--- src/rtl/uart_rx_os_if.sv ---
// Receive-side bus of the oversampled UART receiver: serial line, tick, ack and
// the registered byte/status outputs.
interface uart_rx_os_if #(
  parameter int unsigned DATA_BITS = 8
) ();
  logic                 rxd;
  logic                 rx_int;
  logic                 rx_ack;
  logic [DATA_BITS-1:0] rxdata;
  logic                 rx_valid;
  logic                 frame_err;
  logic                 overrun;

  modport master (
    output rxd, rx_int, rx_ack,
    input  rxdata, rx_valid, frame_err, overrun
  );

  modport slave (
    input  rxd, rx_int, rx_ack,
    output rxdata, rx_valid, frame_err, overrun
  );
endinterface

--- src/rtl/uart_rx_os.sv ---
// UART 8N1-style receiver sampling the line on an external oversample tick, with
// valid/ack hand-off plus framing and overrun status.
module uart_rx_os #(
  parameter int unsigned OVERSAMPLE = 16,
  parameter int unsigned DATA_BITS  = 8
) (
  input  logic         clk,
  input  logic         rst,
  uart_rx_os_if.slave  bus
);

  localparam int unsigned TickW = $clog2(OVERSAMPLE);
  localparam int unsigned BitW  = (DATA_BITS > 1) ? $clog2(DATA_BITS) : 1;
  localparam logic [TickW-1:0] TickHalf = TickW'(OVERSAMPLE / 2 - 1);
  localparam logic [TickW-1:0] TickLast = TickW'(OVERSAMPLE - 1);
  localparam logic [BitW-1:0]  BitLast  = BitW'(DATA_BITS - 1);

  typedef enum logic [2:0] {StIdle, StStart, StData, StStop, StBreak} state_e;

  state_e               state_q;
  logic                 rxd_meta_q, rxd_s_q;
  logic [TickW-1:0]     tick_cnt_q;
  logic [BitW-1:0]      bit_cnt_q;
  logic [DATA_BITS-1:0] shift_q;
  logic [DATA_BITS-1:0] rxdata_q;
  logic                 rx_valid_q, frame_err_q, overrun_q;

  // Two-flop synchroniser; idle-high reset value avoids a false start bit.
  always_ff @(posedge clk or posedge rst) begin
    if (rst) begin
      rxd_meta_q <= 1'b1;
      rxd_s_q    <= 1'b1;
    end else begin
      rxd_meta_q <= bus.rxd;
      rxd_s_q    <= rxd_meta_q;
    end
  end

  always_ff @(posedge clk or posedge rst) begin
    if (rst) begin
      state_q     <= StIdle;
      tick_cnt_q  <= '0;
      bit_cnt_q   <= '0;
      shift_q     <= '0;
      rxdata_q    <= '0;
      rx_valid_q  <= 1'b0;
      frame_err_q <= 1'b0;
      overrun_q   <= 1'b0;
    end else begin
      if (bus.rx_ack) begin
        rx_valid_q <= 1'b0;
        overrun_q  <= 1'b0;
      end
      if (bus.rx_int) begin
        unique case (state_q)
          StIdle: begin
            if (!rxd_s_q) begin
              state_q    <= StStart;
              tick_cnt_q <= '0;
            end
          end
          StStart: begin
            if (tick_cnt_q == TickHalf) begin
              if (rxd_s_q) begin
                state_q <= StIdle;
              end else begin
                state_q    <= StData;
                tick_cnt_q <= '0;
                bit_cnt_q  <= '0;
              end
            end else begin
              tick_cnt_q <= tick_cnt_q + 1'b1;
            end
          end
          StData: begin
            if (tick_cnt_q == TickLast) begin
              shift_q    <= {rxd_s_q, shift_q[DATA_BITS-1:1]};
              tick_cnt_q <= '0;
              if (bit_cnt_q == BitLast) begin
                state_q <= StStop;
              end else begin
                bit_cnt_q <= bit_cnt_q + 1'b1;
              end
            end else begin
              tick_cnt_q <= tick_cnt_q + 1'b1;
            end
          end
          StStop: begin
            if (tick_cnt_q == TickLast) begin
              tick_cnt_q <= '0;
              if (rxd_s_q) begin
                rxdata_q    <= shift_q;
                rx_valid_q  <= 1'b1;
                frame_err_q <= 1'b0;
                // A simultaneous ack consumed the old byte, so no overrun then.
                if (rx_valid_q && !bus.rx_ack) overrun_q <= 1'b1;
                state_q <= StIdle;
              end else begin
                frame_err_q <= 1'b1;
                state_q     <= StBreak;
              end
            end else begin
              tick_cnt_q <= tick_cnt_q + 1'b1;
            end
          end
          StBreak: begin
            if (rxd_s_q) state_q <= StIdle;
          end
          default: state_q <= StIdle;
        endcase
      end
    end
  end

  assign bus.rxdata    = rxdata_q;
  assign bus.rx_valid  = rx_valid_q;
  assign bus.frame_err = frame_err_q;
  assign bus.overrun   = overrun_q;

endmodule

--- src/flat_wrapper.sv ---
// flat-port wrapper written by rule: the top's interface ports become plain ports
module uart_rx_os_flat 
#(
  parameter int unsigned OVERSAMPLE = 16,
  parameter int unsigned DATA_BITS  = 8
)
  (clk, rst, bus_rxd, bus_rx_int, bus_rx_ack, bus_rxdata, bus_rx_valid, bus_frame_err, bus_overrun);
  uart_rx_os_if #(.DATA_BITS(DATA_BITS)) bus_i ();
  input  logic clk;
  input  logic rst;
  input wire logic [$bits(bus_i.rxd)-1:0] bus_rxd;
  input wire logic [$bits(bus_i.rx_int)-1:0] bus_rx_int;
  input wire logic [$bits(bus_i.rx_ack)-1:0] bus_rx_ack;
  output wire logic [$bits(bus_i.rxdata)-1:0] bus_rxdata;
  output wire logic [$bits(bus_i.rx_valid)-1:0] bus_rx_valid;
  output wire logic [$bits(bus_i.frame_err)-1:0] bus_frame_err;
  output wire logic [$bits(bus_i.overrun)-1:0] bus_overrun;
  assign bus_i.rxd = bus_rxd;
  assign bus_i.rx_int = bus_rx_int;
  assign bus_i.rx_ack = bus_rx_ack;
  assign bus_rxdata = bus_i.rxdata;
  assign bus_rx_valid = bus_i.rx_valid;
  assign bus_frame_err = bus_i.frame_err;
  assign bus_overrun = bus_i.overrun;
  uart_rx_os #(.OVERSAMPLE(OVERSAMPLE), .DATA_BITS(DATA_BITS)) u_core (.clk(clk), .rst(rst), .bus(bus_i));
endmodule
--- config.mk ---
export PLATFORM = sky130hd
export DESIGN_NAME = uart_rx_os_flat
export DESIGN_NICKNAME = d
export VERILOG_FILES = /design/src/rtl/uart_rx_os_if.sv /design/src/rtl/uart_rx_os.sv /design/src/flat_wrapper.sv
export SDC_FILE = /design/constraint.sdc
export NUM_CORES = 1
export LEC_CHECK = 0
export CAP_MARGIN = 20
export CORE_MARGIN = 3
export CORE_UTILIZATION = 60
export CTS_BUF_LIST = sky130_fd_sc_hd__clkbuf_8
export DETAILED_ROUTE_END_ITERATION = 6
export GPL_TIMING_DRIVEN = 0
export PLACE_DENSITY_LB_ADDON = 0.08
export SLEW_MARGIN = 20
export SYNTH_ARGS = -nofsm -noshare
export SYNTH_HDL_FRONTEND = slang
export SYNTH_SLANG_ARGS = --single-unit
export TNS_END_PERCENT = 20
--- constraint.sdc ---
create_clock -name clk -period 2.95 [get_ports clk]
set_input_delay 0.59 -clock clk [delete_from_list [all_inputs] [get_ports clk]]
set_output_delay 0.59 -clock clk [all_outputs]
set_load 0.05 [all_outputs]
==> qor.txt <==
VDD IR max = 0.0006696 V
Syn Area/Cell = 10.50 um^2
# hold bufs at CTS = 0
Mapped Area = 1459 um^2
Hold_ws = 0.3549 ns
Top Ports = 16
Cells after Synth = 139
CTS buffer count = 5
Setup crit start kind = flop
CP required = 3.12 ns
Worst min-delay path class = flop to flop
RSZ-0062 raised after global routing = false
Final worst setup slack = 0.8833 ns
CP max stage cell = dfrtp_1
Worst-path cell chain = ha_1 > ha_1 > or2b_1 > a311oi_1 > nand4b_1 > mux2_2
Min Tclk post-route = 2.067 ns
Initial antenna violation count = 0
DRC = 0
Util after Layout = 77.36%
Sink Count = 31
Setup TNS = 0 ns
# diodes = 0
Int Power = 876.8 uW
Root Buffer = clkbuf_8
Clock slew at reported path FFs = 0.06 ns
Number of library cell types mapped by synthesis = 36
Worst Setup End Kind = flop
Total wire length = 2.614 mm
Share of cells above drive strength 1 = 17.28%
CP arrival = 2.23 ns
Critical path type = flop to flop
PortBufs = 15
Clock power share = 27.8%
Maxcap violations = 0
Syn Nets = 147
Clock latency on the worst-skew pair = 0.28 ns
Fin. max-slew vios = 0
Vias in the first global route = 1084
Worst-margin pin slew = 0.6227 ns
CP delay by family, top = adder cells
First-pass iteration count of the detailed router = 5
H-tree levels = 2
Final Setup Violations = 0
Fmax = 0.4839 GHz
First-pass GRT wire length = 4.719 mm
Flop pwr share = 40.1%
Static Leak = 0.8489 nW
FF+latch count, synth = 31
Seq/Total Area, Yosys = 53.34%
GP Congestion = 0.8014
Power per cell area = 735.1 nW/um^2
Slew margin rel. = 58.43%
CORE AREA = 2255 um^2
Critical path buffers and inverters = 0
Sw Share = 31.61%
Global-route usage over all layers = 19.88%
NumNets Final = 169
Die area = 3059 um^2
Crit path largest cell delay = 0.41 ns
Number of warnings issued by yosys = 0
Vias per cell = 5.721
CTS Buffer Depth = 2
Skew final = 0.004987 ns
Area added between synthesis and finish = 19.55%
Grt ovf = 0
Cell mode on critical path = ha_1
# Post-CTS Setup Buffers = 0
P_sw = 405.3 uW
Post-route ant nets = 0
CTS tree = built
Initial Utilization = 64.71%
Period utilization = 70.06%
Num rows = 17
Post_cts resized = 0
Status = finished clean
DIE HEIGHT = 55.31 um
Via count = 1087
Hold Vio Cnt, Final = 0
R2R setup slack = 0.88 ns
Die width = 55.31 um
Worst-path fanout max = 7
Pre-CTS setup slack = 0.6494 ns
Average wire per standard cell = 13.76 um
Combinational share of power = 32.2%
Largest net degree at the start of global routing = 32
Initial DRC Count = 29
Hpwl dp = 1.823 mm
-- registers in the layout, summed over array words and instances (netlist names) --
| signal | flops |
|---|---|
| u_core.tick_cnt_q | 4 |
| u_core.bus.overrun | 1 |
| u_core.bit_cnt_q | 3 |
| u_core.rxd_s_q | 1 |
| u_core.bus.rx_valid | 1 |
| u_core.bus.rxdata | 8 |
| u_core.rxd_meta_q | 1 |
| u_core.shift_q | 8 |
| u_core.bus.frame_err | 1 |
| u_core.state_q | 3 |
-- power groups by stage --
stage	sequential, mW	clock, mW	combinational, mW
after detailed placement	0.520	0	0.406
final	0.514	0.356	0.412
after CTS	0.513	0.365	0.410
after global routing	0.522	0.394	0.452
after floorplan	0.510	0	0.337
after global placement	0.517	0	0.389
-- Yosys cell counts, drive strengths merged --
library cell | count | area (um^2)
xnor2 | 2 | 17.52
nor2 | 8 | 30.03
o31ai | 1 | 7.510
dfrtp | 29 | 725.7
dfstp | 2 | 52.55
a22o | 1 | 8.760
or3b | 1 | 8.760
and3b | 1 | 8.760
a221o | 4 | 40.04
a311o | 1 | 10.01
inv | 4 | 15.01
o21ai | 4 | 20.02
o21a | 1 | 7.510
nand2 | 32 | 120.1
a21oi | 4 | 23.77
nand4b | 1 | 8.760
and3 | 2 | 12.51
nor3 | 2 | 10.01
mux2i | 1 | 10.01
nor3b | 2 | 15.01
nand2b | 3 | 18.77
nand3b | 1 | 7.510
o41ai | 1 | 8.760
or2b | 2 | 15.01
and2 | 1 | 8.760
clkbuf | 1 | 3.750
mux2 | 10 | 112.6
buf | 6 | 38.79
xor2 | 1 | 8.760
ha | 3 | 37.54
and4 | 1 | 8.760
nand3 | 4 | 20.02
a311oi | 2 | 17.52
-- final cells by class --
type | count | area [um^2]
flip-flops and latches | 31 | 778.2
multi-input cells | 97 | 623.1
fillers | 162 | 510.5
repair buffers | 15 | 150.1
clock buffers | 7 | 96.34
plain buffers | 7 | 42.54
well taps | 28 | 35.03
inverters | 4 | 15.01
clock inverters | 1 | 3.754
-- worst reg2reg max path: stages, from the launching register on --
cell and delay (ns):
dfrtp_1 0.41, ha_1 0.21, ha_1 0.26, or2b_1 0.25, a311oi_1 0.23, nand4b_1 0.22, mux2_2 0.36
-- per-layer routing --
metal	global-route usage [%]	routed length (um)	part of all wire (%)	up-vias
li1	-	-	-	521
met2	29.39	1211	46	40
met3	7.944	173	6.6	7
met1	25.46	1167	45	519
met4	9.375	61	2.3	0
met5	0	0	0	-
-- metrics by stage --
step	cell area [um^2]	cells	total power, mW
finish	1744	190	1.282
global route	1744	190	1.367
CTS	1744	190	1.289
detailed placement	1644	182	0.9258
global placement	1644	182	0.9053
floorplan	1459	139	0.8478
-- path summary, 6_finish.rpt --
kind	start	end	cells past startpoint
min reg2reg	u_core.rxd_meta_q$_DFF_PP1_	u_core.rxd_s_q$_DFF_PP1_	0
min	u_core.rxd_meta_q$_DFF_PP1_	u_core.rxd_s_q$_DFF_PP1_	0
max	u_core.bit_cnt_q[0]$_DFFE_PP0P_	u_core.state_q[1]$_DFFE_PP0P_	6
max reg2reg	u_core.bit_cnt_q[0]$_DFFE_PP0P_	u_core.state_q[1]$_DFFE_PP0P_	6
min in group asynchronous	rst	u_core.bit_cnt_q[0]$_DFFE_PP0P_	2
max in group asynchronous	rst	u_core.tick_cnt_q[3]$_DFFE_PP0P_	2
-- cells by family after synthesis --
kind of cell             synth area share [%]
AO/OA/AOI/OAI                           9.864
adder cells (fa/ha/maj)                 2.573
AND/OR/NAND/NOR                         20.07
multiplexers                            8.405
buffers and inverters                   3.945
flip-flops                              53.35
XOR/XNOR                                1.801
-- placed cells by master (no fill, tap or decap) --
cell	netlist	layout
dfrtp_1	29	29
a311oi_1	2	2
nand3_1	4	4
buf_4	1	1
mux2i_1	1	1
nand3b_1	1	1
ha_1	3	3
nor2_1	8	8
xnor2_1	2	2
a221o_1	4	4
a21oi_2	1	1
nand2b_1	3	3
dfstp_2	2	2
or2b_1	2	2
mux2_2	10	10
or3b_1	1	1
buf_2	4	4
clkdlybuf4s50_1	0	15
a21oi_1	3	3
nand2_1	32	32
nor3_1	2	2
a311o_1	1	1
and2_4	1	1
clkbuf_1	1	1
nor3b_1	2	2
inv_2	0	1
a22o_1	1	1
and4_1	1	1
and3_1	2	2
and3b_1	1	1
buf_6	1	1
inv_1	4	4
o41ai_1	1	1
clkbuf_8	0	7
nand4b_1	1	1
o21a_1	1	1
xor2_1	1	1
o31ai_1	1	1
o21ai_0	4	4
No activity file was read; power rests on OpenSTA's default activity.
